### src/rtl/scc_mc_seq.sv
// Multi-cycle instruction sequencer: FETCH/DECODE/EXECUTE/MEM/WB control with
// instruction and data memory handshakes, bounded handshake waits, sticky
// HALT/FAULT, and a retired-instruction counter.
module scc_mc_seq #(
  parameter int unsigned          DATA_W   = 32,
  parameter int unsigned          ADDR_W   = 32,
  parameter logic [ADDR_W-1:0]    RESET_PC = '0,
  parameter int unsigned          PC_STEP  = 4,
  parameter int unsigned          TIMEOUT  = 16,
  parameter int unsigned          CNT_W    = 16
) (
  input  logic              clk,
  input  logic              reset_s,
  input  logic [DATA_W-1:0] in_mem,
  input  logic              in_mem_valid,
  output logic [ADDR_W-1:0] in_mem_addr,
  output logic              in_mem_en,
  output logic [DATA_W-1:0] ir,
  input  logic              dec_mem_rd,
  input  logic              dec_mem_wr,
  input  logic              dec_reg_wr,
  input  logic              dec_cpsr_wr,
  input  logic              dec_halt,
  input  logic              br_taken,
  input  logic [ADDR_W-1:0] br_target,
  output logic              data_read,
  output logic              data_write,
  input  logic              data_ack,
  input  logic [DATA_W-1:0] data_in,
  output logic [DATA_W-1:0] mem_data,
  output logic              reg_wr_en,
  output logic              cpsr_wr_en,
  output logic              halted,
  output logic              fault,
  output logic [2:0]        state,
  output logic [CNT_W-1:0]  retired
);

  localparam int unsigned       WAIT_W    = $clog2(TIMEOUT);
  localparam logic [WAIT_W-1:0] WAIT_LAST = WAIT_W'(TIMEOUT - 1);

  typedef enum logic [2:0] {
    S_FETCH   = 3'd0,
    S_DECODE  = 3'd1,
    S_EXECUTE = 3'd2,
    S_MEM     = 3'd3,
    S_WB      = 3'd4,
    S_HALT    = 3'd5,
    S_FAULT   = 3'd6
  } state_e;

  state_e            state_q, state_d;
  logic [ADDR_W-1:0] pc_q, pc_d;
  logic [DATA_W-1:0] ir_q, ir_d;
  logic [DATA_W-1:0] mem_data_q, mem_data_d;
  logic [CNT_W-1:0]  retired_q, retired_d;
  logic              halted_q, halted_d;
  logic              fault_q, fault_d;
  logic [WAIT_W-1:0] wait_q, wait_d;
  logic              ld_q, ld_d;
  logic              st_q, st_d;
  logic              rw_q, rw_d;
  logic              cw_q, cw_d;
  logic              br_q, br_d;
  logic [ADDR_W-1:0] tgt_q, tgt_d;
  logic              timeout_hit;

  assign timeout_hit = (wait_q == WAIT_LAST);

  // State register
  always_ff @(posedge clk) begin
    if (!reset_s) begin
      state_q <= S_FETCH;
    end else begin
      state_q <= state_d;
    end
  end

  // Next-state logic; an ack in the last allowed wait cycle beats the timeout
  always_comb begin
    state_d = state_q;
    case (state_q)
      S_FETCH: begin
        if (in_mem_valid)     state_d = S_DECODE;
        else if (timeout_hit) state_d = S_FAULT;
      end
      S_DECODE:  state_d = S_EXECUTE;
      S_EXECUTE: begin
        if (dec_halt)                      state_d = S_HALT;
        else if (dec_mem_rd || dec_mem_wr) state_d = S_MEM;
        else                               state_d = S_WB;
      end
      S_MEM: begin
        if (data_ack)         state_d = S_WB;
        else if (timeout_hit) state_d = S_FAULT;
      end
      S_WB:    state_d = S_FETCH;
      default: state_d = state_q;
    endcase
  end

  // Output decode from current state and the attributes captured in EXECUTE
  always_comb begin
    in_mem_en  = (state_q == S_FETCH);
    data_read  = (state_q == S_MEM) && ld_q;
    data_write = (state_q == S_MEM) && st_q;
    reg_wr_en  = (state_q == S_WB) && rw_q;
    cpsr_wr_en = (state_q == S_WB) && cw_q;
  end

  // Datapath next-state: wait counter clears on every state change, so it
  // starts at zero on each entry to FETCH or MEM
  always_comb begin
    pc_d       = pc_q;
    ir_d       = ir_q;
    mem_data_d = mem_data_q;
    retired_d  = retired_q;
    halted_d   = halted_q;
    fault_d    = fault_q;
    wait_d     = wait_q;
    ld_d       = ld_q;
    st_d       = st_q;
    rw_d       = rw_q;
    cw_d       = cw_q;
    br_d       = br_q;
    tgt_d      = tgt_q;

    if (state_d != state_q) begin
      wait_d = '0;
    end else if ((state_q == S_FETCH) || (state_q == S_MEM)) begin
      wait_d = wait_q + WAIT_W'(1);
    end

    case (state_q)
      S_FETCH: begin
        if (in_mem_valid) ir_d = in_mem;
        if (state_d == S_FAULT) fault_d = 1'b1;
      end
      S_EXECUTE: begin
        ld_d  = dec_mem_rd;
        st_d  = dec_mem_wr && !dec_mem_rd;
        rw_d  = dec_reg_wr;
        cw_d  = dec_cpsr_wr;
        br_d  = br_taken;
        tgt_d = br_target;
        if (dec_halt) halted_d = 1'b1;
      end
      S_MEM: begin
        if (data_ack && ld_q) mem_data_d = data_in;
        if (state_d == S_FAULT) fault_d = 1'b1;
      end
      S_WB: begin
        pc_d      = br_q ? tgt_q : (pc_q + ADDR_W'(PC_STEP));
        retired_d = retired_q + CNT_W'(1);
      end
      default: ;
    endcase
  end

  // Datapath registers
  always_ff @(posedge clk) begin
    if (!reset_s) begin
      pc_q       <= RESET_PC;
      ir_q       <= '0;
      mem_data_q <= '0;
      retired_q  <= '0;
      halted_q   <= 1'b0;
      fault_q    <= 1'b0;
      wait_q     <= '0;
      ld_q       <= 1'b0;
      st_q       <= 1'b0;
      rw_q       <= 1'b0;
      cw_q       <= 1'b0;
      br_q       <= 1'b0;
      tgt_q      <= '0;
    end else begin
      pc_q       <= pc_d;
      ir_q       <= ir_d;
      mem_data_q <= mem_data_d;
      retired_q  <= retired_d;
      halted_q   <= halted_d;
      fault_q    <= fault_d;
      wait_q     <= wait_d;
      ld_q       <= ld_d;
      st_q       <= st_d;
      rw_q       <= rw_d;
      cw_q       <= cw_d;
      br_q       <= br_d;
      tgt_q      <= tgt_d;
    end
  end

  assign in_mem_addr = pc_q;
  assign ir          = ir_q;
  assign mem_data    = mem_data_q;
  assign retired     = retired_q;
  assign halted      = halted_q;
  assign fault       = fault_q;
  assign state       = state_q;

endmodule

### config.mk
export PLATFORM = sky130hd
export DESIGN_NAME = scc_mc_seq
export DESIGN_NICKNAME = d
export VERILOG_FILES = /design/src/rtl/scc_mc_seq.sv
export SDC_FILE = /design/constraint.sdc
export NUM_CORES = 1
export LEC_CHECK = 0
export CORE_ASPECT_RATIO = 1.5
export CORE_MARGIN = 5
export CORE_UTILIZATION = 41
export DETAILED_ROUTE_END_ITERATION = 8
export PLACE_DENSITY = 0.73
export SLEW_MARGIN = 20
export SYNTH_ARGS = -nofsm -noshare
export SYNTH_HDL_FRONTEND = slang
export SYNTH_SLANG_ARGS = --single-unit
### constraint.sdc
create_clock -name clk -period 4.5 [get_ports clk]
set_input_delay 1.35 -clock clk [delete_from_list [all_inputs] [get_ports clk]]
set_output_delay 1.35 -clock clk [all_outputs]
set_load 0.05 [all_outputs]
# Word level (Yosys, flattened, before mapping)
# Cells that the tools add are included.
# word_totals
in_bits	106
ff_bits	158
output_inout_bits	122
elab_cells	48
# classes
bitwise	1
n_eq_ne	7
n_reduce_logical	16
add_sub_neg	3
muxes	7
# op_table
cell	count
$add 32x3->32 const B	1
$mux 32	1
$add 16x1->16 const B	1
$mux 3	5
$pmux 3 s5	1
$reduce_and 2->1	4
$eq 3x2->1 const B	2
$eq 3x3->1 const B	2
$logic_and 1x1->1	6
$add 4x1->4 const B	1
$eq 4x4->1 const B	1
$reduce_or 2->1	2
$eq 3x1->1 const B	1
$logic_not 3->1	1
$ne 3x3->1	1
$logic_or 1x1->1	2
$logic_not 1->1	1
$not 1->1	1

# Depth between registers and ports, before layout
# Gate-level depths: netlist (run 1).
# depth
depth_word	6
depth_mapped	9

# Worst setup path before layout (run 1)
# No wires, ideal clock.
# synth_path
path_kind	flip-flop to output port
from	register state_q[2], in the netlist state[2]
to	output port cpsr_wr_en
required_ns	3.150
arrival_ns	2.278
setup_slack_ns	0.872
stages_incl_launch_ff	5
path_buffers	2
path_cell_list	dfxtp_1 buf_2 nor3b_1 clkbuf_1 and2_1
# synth_via
elab_chain_len	2
# synth_rtl
item	line	rtl
from (decl)	52	state_e state_q, state_d;
from (signal assigned)	75	state_q <= state_d;
$eq 3x3->1	108	cpsr_wr_en = (state_q == S_WB) && cw_q;
$logic_and 1x1->1	108	
to (decl)	32	output logic cpsr_wr_en,
# No other way between the ends.

# Final worst setup path (run 1)
# layout_path
from	register state_q[1], in the netlist state[1]
to	output port data_read
# layout_via
elab_chain_len	2
# layout_rtl
item	line	rtl
$eq 3x2->1	105	data_read = (state_q == S_MEM) && ld_q;
$logic_and 1x1->1	105	
to (decl)	26	output logic data_read,
# No other way between the ends.

==> flow_metrics.env, run 1 <==
export IMPL_pin_count=228
export IMPL_use_met1_pct=22.9
export IMPL_cts_resized=0
export IMPL_dp_cells=1233
export IMPL_ys_flop_type="dfxtp_1"
export IMPL_worstPathMaxFanout=14
export IMPL_diodes=0
export IMPL_numPortBuffers=227
export IMPL_grt_ovfl_total=0
export IMPL_syn_cell_area_um2=6790
export IMPL_relSlewSlack_pct=29.8
export IMPL_cts_root_buf="clkbuf_16"
export IMPL_final_util_pct=60.4
export IMPL_required_ns=3.15
export IMPL_routed_wirelength_mm=20.8
export IMPL_wl_per_cell_um=16.4
export IMPL_top_usage_layer="met2"
export IMPL_finClkSkew_ns=0.0141
export IMPL_dr_first_iter_drc_count=351
export IMPL_cts_setup_buffers=0
export IMPL_yosysMostFrequentCell="nand2_1"
export IMPL_htree_num_levels=4
export IMPL_first_pass_iters=6
export IMPL_period_minus_slack_ns=3.78
export IMPL_rr_endpoint="mem_data[4]"
export IMPL_fin_setup_tns_ns=0
export IMPL_synth_net_count=958
export IMPL_start_util_pct=41.8
export IMPL_synth_warnings=0
export IMPL_antenna_found_initial=0
export IMPL_synthTopCellsByArea="dfxtp_1 47%, nand2_1 14%, a21oi_1 6.4%"
export IMPL_dieHeight_um=168
export IMPL_critPathCaptureType="primary output"
export IMPL_cts_tree="done"
export IMPL_grt_usage_pct=21.6
export IMPL_first_global_vias=6442
export IMPL_ir_worst_vdd_uv=255
export IMPL_yosys_top_cells_count="251 x nand2_1, 158 x dfxtp_1, 87 x a21oi_1, 50 x clkbuf_1, 46 x a21boi_0"
export IMPL_clkTransAtPathRegs_ns=0.06
export IMPL_r2r_setup_slack_ns=2.04
export IMPL_gp_congestion=0.820
export IMPL_async_flop_share_pct=0
export IMPL_rsz0062_at_grt="false"
export IMPL_syn_area_per_cell_um2=8.00
export IMPL_report_final_slew_viol_count=0
export IMPL_holdBufCountCts=0
export IMPL_core_area_um2=16300
export IMPL_synth_seq_cells=158
export IMPL_p_leak_nw=3.37
export IMPL_critPathLaunch="state[1]"
export IMPL_die_width_um=115
export IMPL_outcome="complete, no violations"
export IMPL_cts_buffer_depth=2
export IMPL_cap_violations=0
export IMPL_pwr_density_cell_nw_per_um2=374
export IMPL_dieArea_um2=19300
export IMPL_hpwl_mm=15.0
export IMPL_reg2reg_depth=6
export IMPL_worst_pin_slew_ns=1.05
export IMPL_grtUsageMet3_pct=6.32
export IMPL_synth_distinct_cells=57
export IMPL_synth_edf_count=0
export IMPL_setup_viol=0
export IMPL_drc=0
export IMPL_via_per_inst=5.17
export IMPL_hold_path_class="register to register"
export IMPL_arrival_ns=2.43
export IMPL_grtUsageMet2_pct=39.9
export IMPL_grt_pass1_wl_mm=33.2
export IMPL_regToRegStartpoint="state[1]"
export IMPL_vias=6541
export IMPL_start_kind="register"
export IMPL_cts_buffers=17
export IMPL_grt_max_degree=63
export IMPL_stdcell_count=1264
export IMPL_synth_seq_area_share_pct=46.6
export IMPL_syn_inst=849
export IMPL_hold_depth=2
export IMPL_area_growth_pct=44.6
export IMPL_fin_nets=1155
export IMPL_clk_latency_ns=0.42
export IMPL_path_class="register to primary output"
export IMPL_hold_viol_final=0
export IMPL_clock_sinks=158
export IMPL_fp_row_count=57
export IMPL_period_share_pct=84.0
export IMPL_crit_end="data_read"
export IMPL_antenna_left=0
export IMPL_drive_gt1_share_pct=5.39
export IMPL_synth_top_area_share_pct=46.6
export IMPL_max_freq_mhz=265
export IMPL_yosysTopAreaCell="dfxtp_1"
## report_power, final
group / leakage [nW] / total (mW) / switching (mW) / internal, mW
clock network: 0.319 / 1.59 / 0.563 / 1.03
logic: 1.77 / 0.572 / 0.343 / 0.229
registers: 1.28 / 1.52 / 0.0559 / 1.46
total: 3.37 / 3.68 / 0.961 / 2.72
## cell type report
type	instances	area, um2
fill	1495	6430
multi-input combinational	624	3370
sequential	158	3160
timing repair buffer	239	2360
clock buffer	21	470
tap	206	258
clock inverter	10	185
inverter	6	22.5
## metal layers
metal	wire length, um	vias up
met4	399	0
met1	7900	3039
met2	11200	172
met3	1260	24
met5	0	-
li1	-	3306
## layout by cell type (no fill, tap or decap), types with 3 or more instances in the layout
cell type        instances
nand2_1                250
o22ai_1                  4
or4_1                    5
xnor2_1                  8
o221ai_1                 9
and4_1                   5
a22o_1                   3
buf_4                   12
a31oi_1                  4
nand3_1                 18
a21oi_1                 87
bufinv_16                5
nor2b_1                  3
ha_1                     3
inv_1                    5
nand4_1                 14
clkbuf_16               17
nor4_1                   9
o21a_1                   5
o21ai_0                 15
nor2_1                  35
a22oi_1                  5
clkbuf_8                 3
and2_1                  11
clkdlybuf4s50_1        226
o211ai_1                 3
xor2_1                   9
nor3_1                  10
and3_1                   8
mux2i_1                 16
or3_1                    5
o31ai_1                  3
a21boi_0                46
dfxtp_1                158
## sequential cells by signal (all words and copies together) (netlist names), 3 cells and up
register     cells
in_mem_addr     32
ir              32
mem_data        32
retired         16
state            3
tgt_q           32
wait_q           4
## cell families after synthesis
kind of cell | Yosys count | share of synthesized area [%]
fa+ha+maj | 3 | 0.553
mux | 18 | 2.69
xor+xnor | 17 | 2.19
simple gates | 390 | 25.8
flops | 158 | 46.6
compound gates | 196 | 18.3
buf+inv | 67 | 3.96
## worst min path at each step
stage / start / to / slack (ns)
finish: tgt_q[0] / in_mem_addr[0] / 0.45
global route: ir[27] / ir[27] / 0.47
CTS: tgt_q[26] / tgt_q[26] / 0.45
detailed placement: tgt_q[26] / tgt_q[26] / 0.44
global placement: tgt_q[26] / tgt_q[26] / 0.44
floorplan: tgt_q[24] / tgt_q[24] / 0.43
## worst max-delay path: stages, from the launching register on
cell	delay [ns]
dfxtp_1	0.58
nand2_1	0.19
nor3b_1	0.36
clkdlybuf4s50_1	0.90
## metrics by stage
step / hold slack [ns] / area (um2) / power (mW) / worst slack, ns
3_5_place_dp: 0.445 / 9170 / 2.12 / 1.17
4_1_cts: 0.453 / 9830 / 3.72 / 0.718
6_report: 0.453 / 9830 / 3.68 / 0.721
2_1_floorplan: 0.432 / 6790 / 1.88 / 0.872
5_1_grt: 0.474 / 9830 / 3.83 / 0.488
3_3_place_gp: 0.438 / 9170 / 2.12 / 1.27
(Power assumes the default switching activity.)
==> run 2: changes to the inputs <==
clock period = 3.9 ns   (was 4.5 ns; I/O delays follow)
==> run 2 against run 1 <==
  * Worst setup slack worse by 0.38 ns
  * Utilization fell by 0.28 points
  * Sequential share of layout area grew 0.15 points
  * Wire length up 0.72%
  * Clock power increased by 3%
  * Critical path type unchanged
  * Largest power group is now sequential cells
==> flow_metrics.env, run 2 (synthesis gave the netlist of run 1 again) <==
export IMPL_cts_setup_buffers=0
export IMPL_vias=6574
export IMPL_grt_ovfl_total=0
export IMPL_outcome="complete, no violations"
export IMPL_clock_sinks=158
export IMPL_cts_tree="done"
export IMPL_netSwitchingFraction_pct=28.2
export IMPL_setup_viol=0
export IMPL_clkTransAtPathRegs_ns=0.06
export IMPL_wl_per_cell_um=16.5
export IMPL_finClkSkew_ns=0.00821
export IMPL_dieArea_um2=19300
export IMPL_path_class="register to primary output"
export IMPL_antenna_found_initial=0
export IMPL_mostFrequentLayoutCells="251 x nand2_1, 226 x clkdlybuf4s50_1, 158 x dfxtp_1"
export IMPL_critPathCaptureType="primary output"
export IMPL_routed_wirelength_mm=20.9
export IMPL_start_util_pct=41.8
export IMPL_final_common_cell="nand2_1"
export IMPL_p_leak_nw=3.33
export IMPL_clk_latency_ns=0.41
export IMPL_rsz0062_at_grt="false"
export IMPL_core_area_um2=16300
export IMPL_cts_buffers=17
export IMPL_numPortBuffers=227
export IMPL_dieHeight_um=168
export IMPL_hold_viol_final=0
export IMPL_grt_usage_pct=21.5
export IMPL_max_freq_mhz=281
export IMPL_antenna_left=0
export IMPL_fin_nets=1158
export IMPL_pin_count=228
export IMPL_report_final_slew_viol_count=0
export IMPL_dr_first_iter_drc_count=410
export IMPL_arrival_ns=2.39
export IMPL_holdBufCountCts=0
export IMPL_period_share_pct=91.2
export IMPL_start_kind="register"
export IMPL_clockPowerShare_pct=40.4
export IMPL_worstPathMaxFanout=14
export IMPL_worst_pin_slew_ns=0.855
export IMPL_grt_max_degree=58
export IMPL_hold_path_class="register to register"
export IMPL_first_pass_iters=4
export IMPL_p_seq_share_pct=43.4
export IMPL_diodes=0
export IMPL_htree_num_levels=4
export IMPL_grt_pass1_wl_mm=33.2
export IMPL_drc=0
export IMPL_fin_setup_tns_ns=0
export IMPL_ir_worst_vdd_uv=316
export IMPL_area_growth_pct=44.0
export IMPL_cts_resized=0
export IMPL_fillers=1496
export IMPL_cap_violations=0
export IMPL_pwr_density_cell_nw_per_um2=413
export IMPL_p_int_mw=2.90
export IMPL_via_per_inst=5.18
export IMPL_p_comb_share_pct=16.3
export IMPL_power_switching_mw=1.14
export IMPL_required_ns=2.73
export IMPL_first_global_vias=6266
export IMPL_worst_hold_slack_ns=0.454
export IMPL_fp_row_count=57
export IMPL_cts_root_buf="clkbuf_16"
export IMPL_die_width_um=115
export IMPL_drive_gt1_share_pct=5.74
export IMPL_period_minus_slack_ns=3.56
export IMPL_hpwl_mm=15.0
export IMPL_gp_congestion=0.799
export IMPL_relSlewSlack_pct=43.0
export IMPL_cts_buffer_depth=2
==> run 2: cell types whose count changed in the layout (fill, tap and decap cells not counted) <==
| cell | previous run | this run |
|---|---|---|
| buf_4 | 12 | 15 |
| bufinv_16 | 5 | 1 |
| clkbuf_1 | 1 | 0 |
| clkbuf_8 | 3 | 4 |
| clkinv_2 | 2 | 1 |
| clkinvlp_4 | 1 | 7 |
| inv_2 | 1 | 0 |
| inv_6 | 0 | 1 |
| nand2_1 | 250 | 251 |
| nand2_2 | 1 | 0 |
==> run 2: path summary, 6_finish.rpt <==
path	start	to	slack, ns	cells after the start
max reg2reg	state[1]	in_mem_addr[21]	1.35	6
min	tgt_q[3]	tgt_q[3]	0.45	2
max	state[1]	data_read	0.34	3
min reg2reg	tgt_q[3]	tgt_q[3]	0.45	2
==> run 2: layout make-up <==
type                       count  area [um2]  share of cell area (%)
clock inverter                11         109                    1.11
inverter                       6        23.8                   0.243
clock buffer                  21         480                    4.91
multi-input combinational    624        3370                    34.4
timing repair buffer         242        2380                    24.3
sequential                   158        3160                    32.3
tap                          206         258                    2.64
==> run 2: metrics by stage <==
step | cell area, um2 | total power [mW] | setup WS, ns | instances | utilization [%]
after global placement | 9190 | 2.44 | 0.844 | 1236 | 56.5
after detailed placement | 9190 | 2.45 | 0.778 | 1236 | 56.5
after CTS | 9780 | 4.09 | 0.308 | 1268 | 60.1
final | 9780 | 4.04 | 0.343 | 1268 | 60.1
after global routing | 9780 | 4.22 | 0.127 | 1268 | 60.1
after floorplan | 6790 | 2.16 | 0.452 | 849 | -
==> run 2: power groups by stage <==
stage	Sequential, mW	Combinational (mW)	Clock [mW]
2_1_floorplan	1.94	0.227	0
3_3_place_gp	1.78	0.658	0
3_5_place_dp	1.79	0.662	0
4_1_cts	1.75	0.663	1.67
5_1_grt	1.76	0.705	1.76
6_report	1.75	0.658	1.63
==> run 2: per-layer routing <==
layer / vias up / wire length [um] / GRT usage, % / part of all wire (%)
met5: - / 0 / 0 / 0
met4: 0 / 507 / 7.87 / 2.4
met3: 31 / 1280 / 6.10 / 6.1
met2: 189 / 11300 / 38.7 / 54
met1: 3035 / 7880 / 23.6 / 38
li1: 3319 / - / - / -
==> run 2: worst max-delay path: stages (launching register included) <==
cell and delay, ns:
dfxtp_1 0.57, nand2_1 0.18, nor3b_1 0.33, clkdlybuf4s50_1 0.89
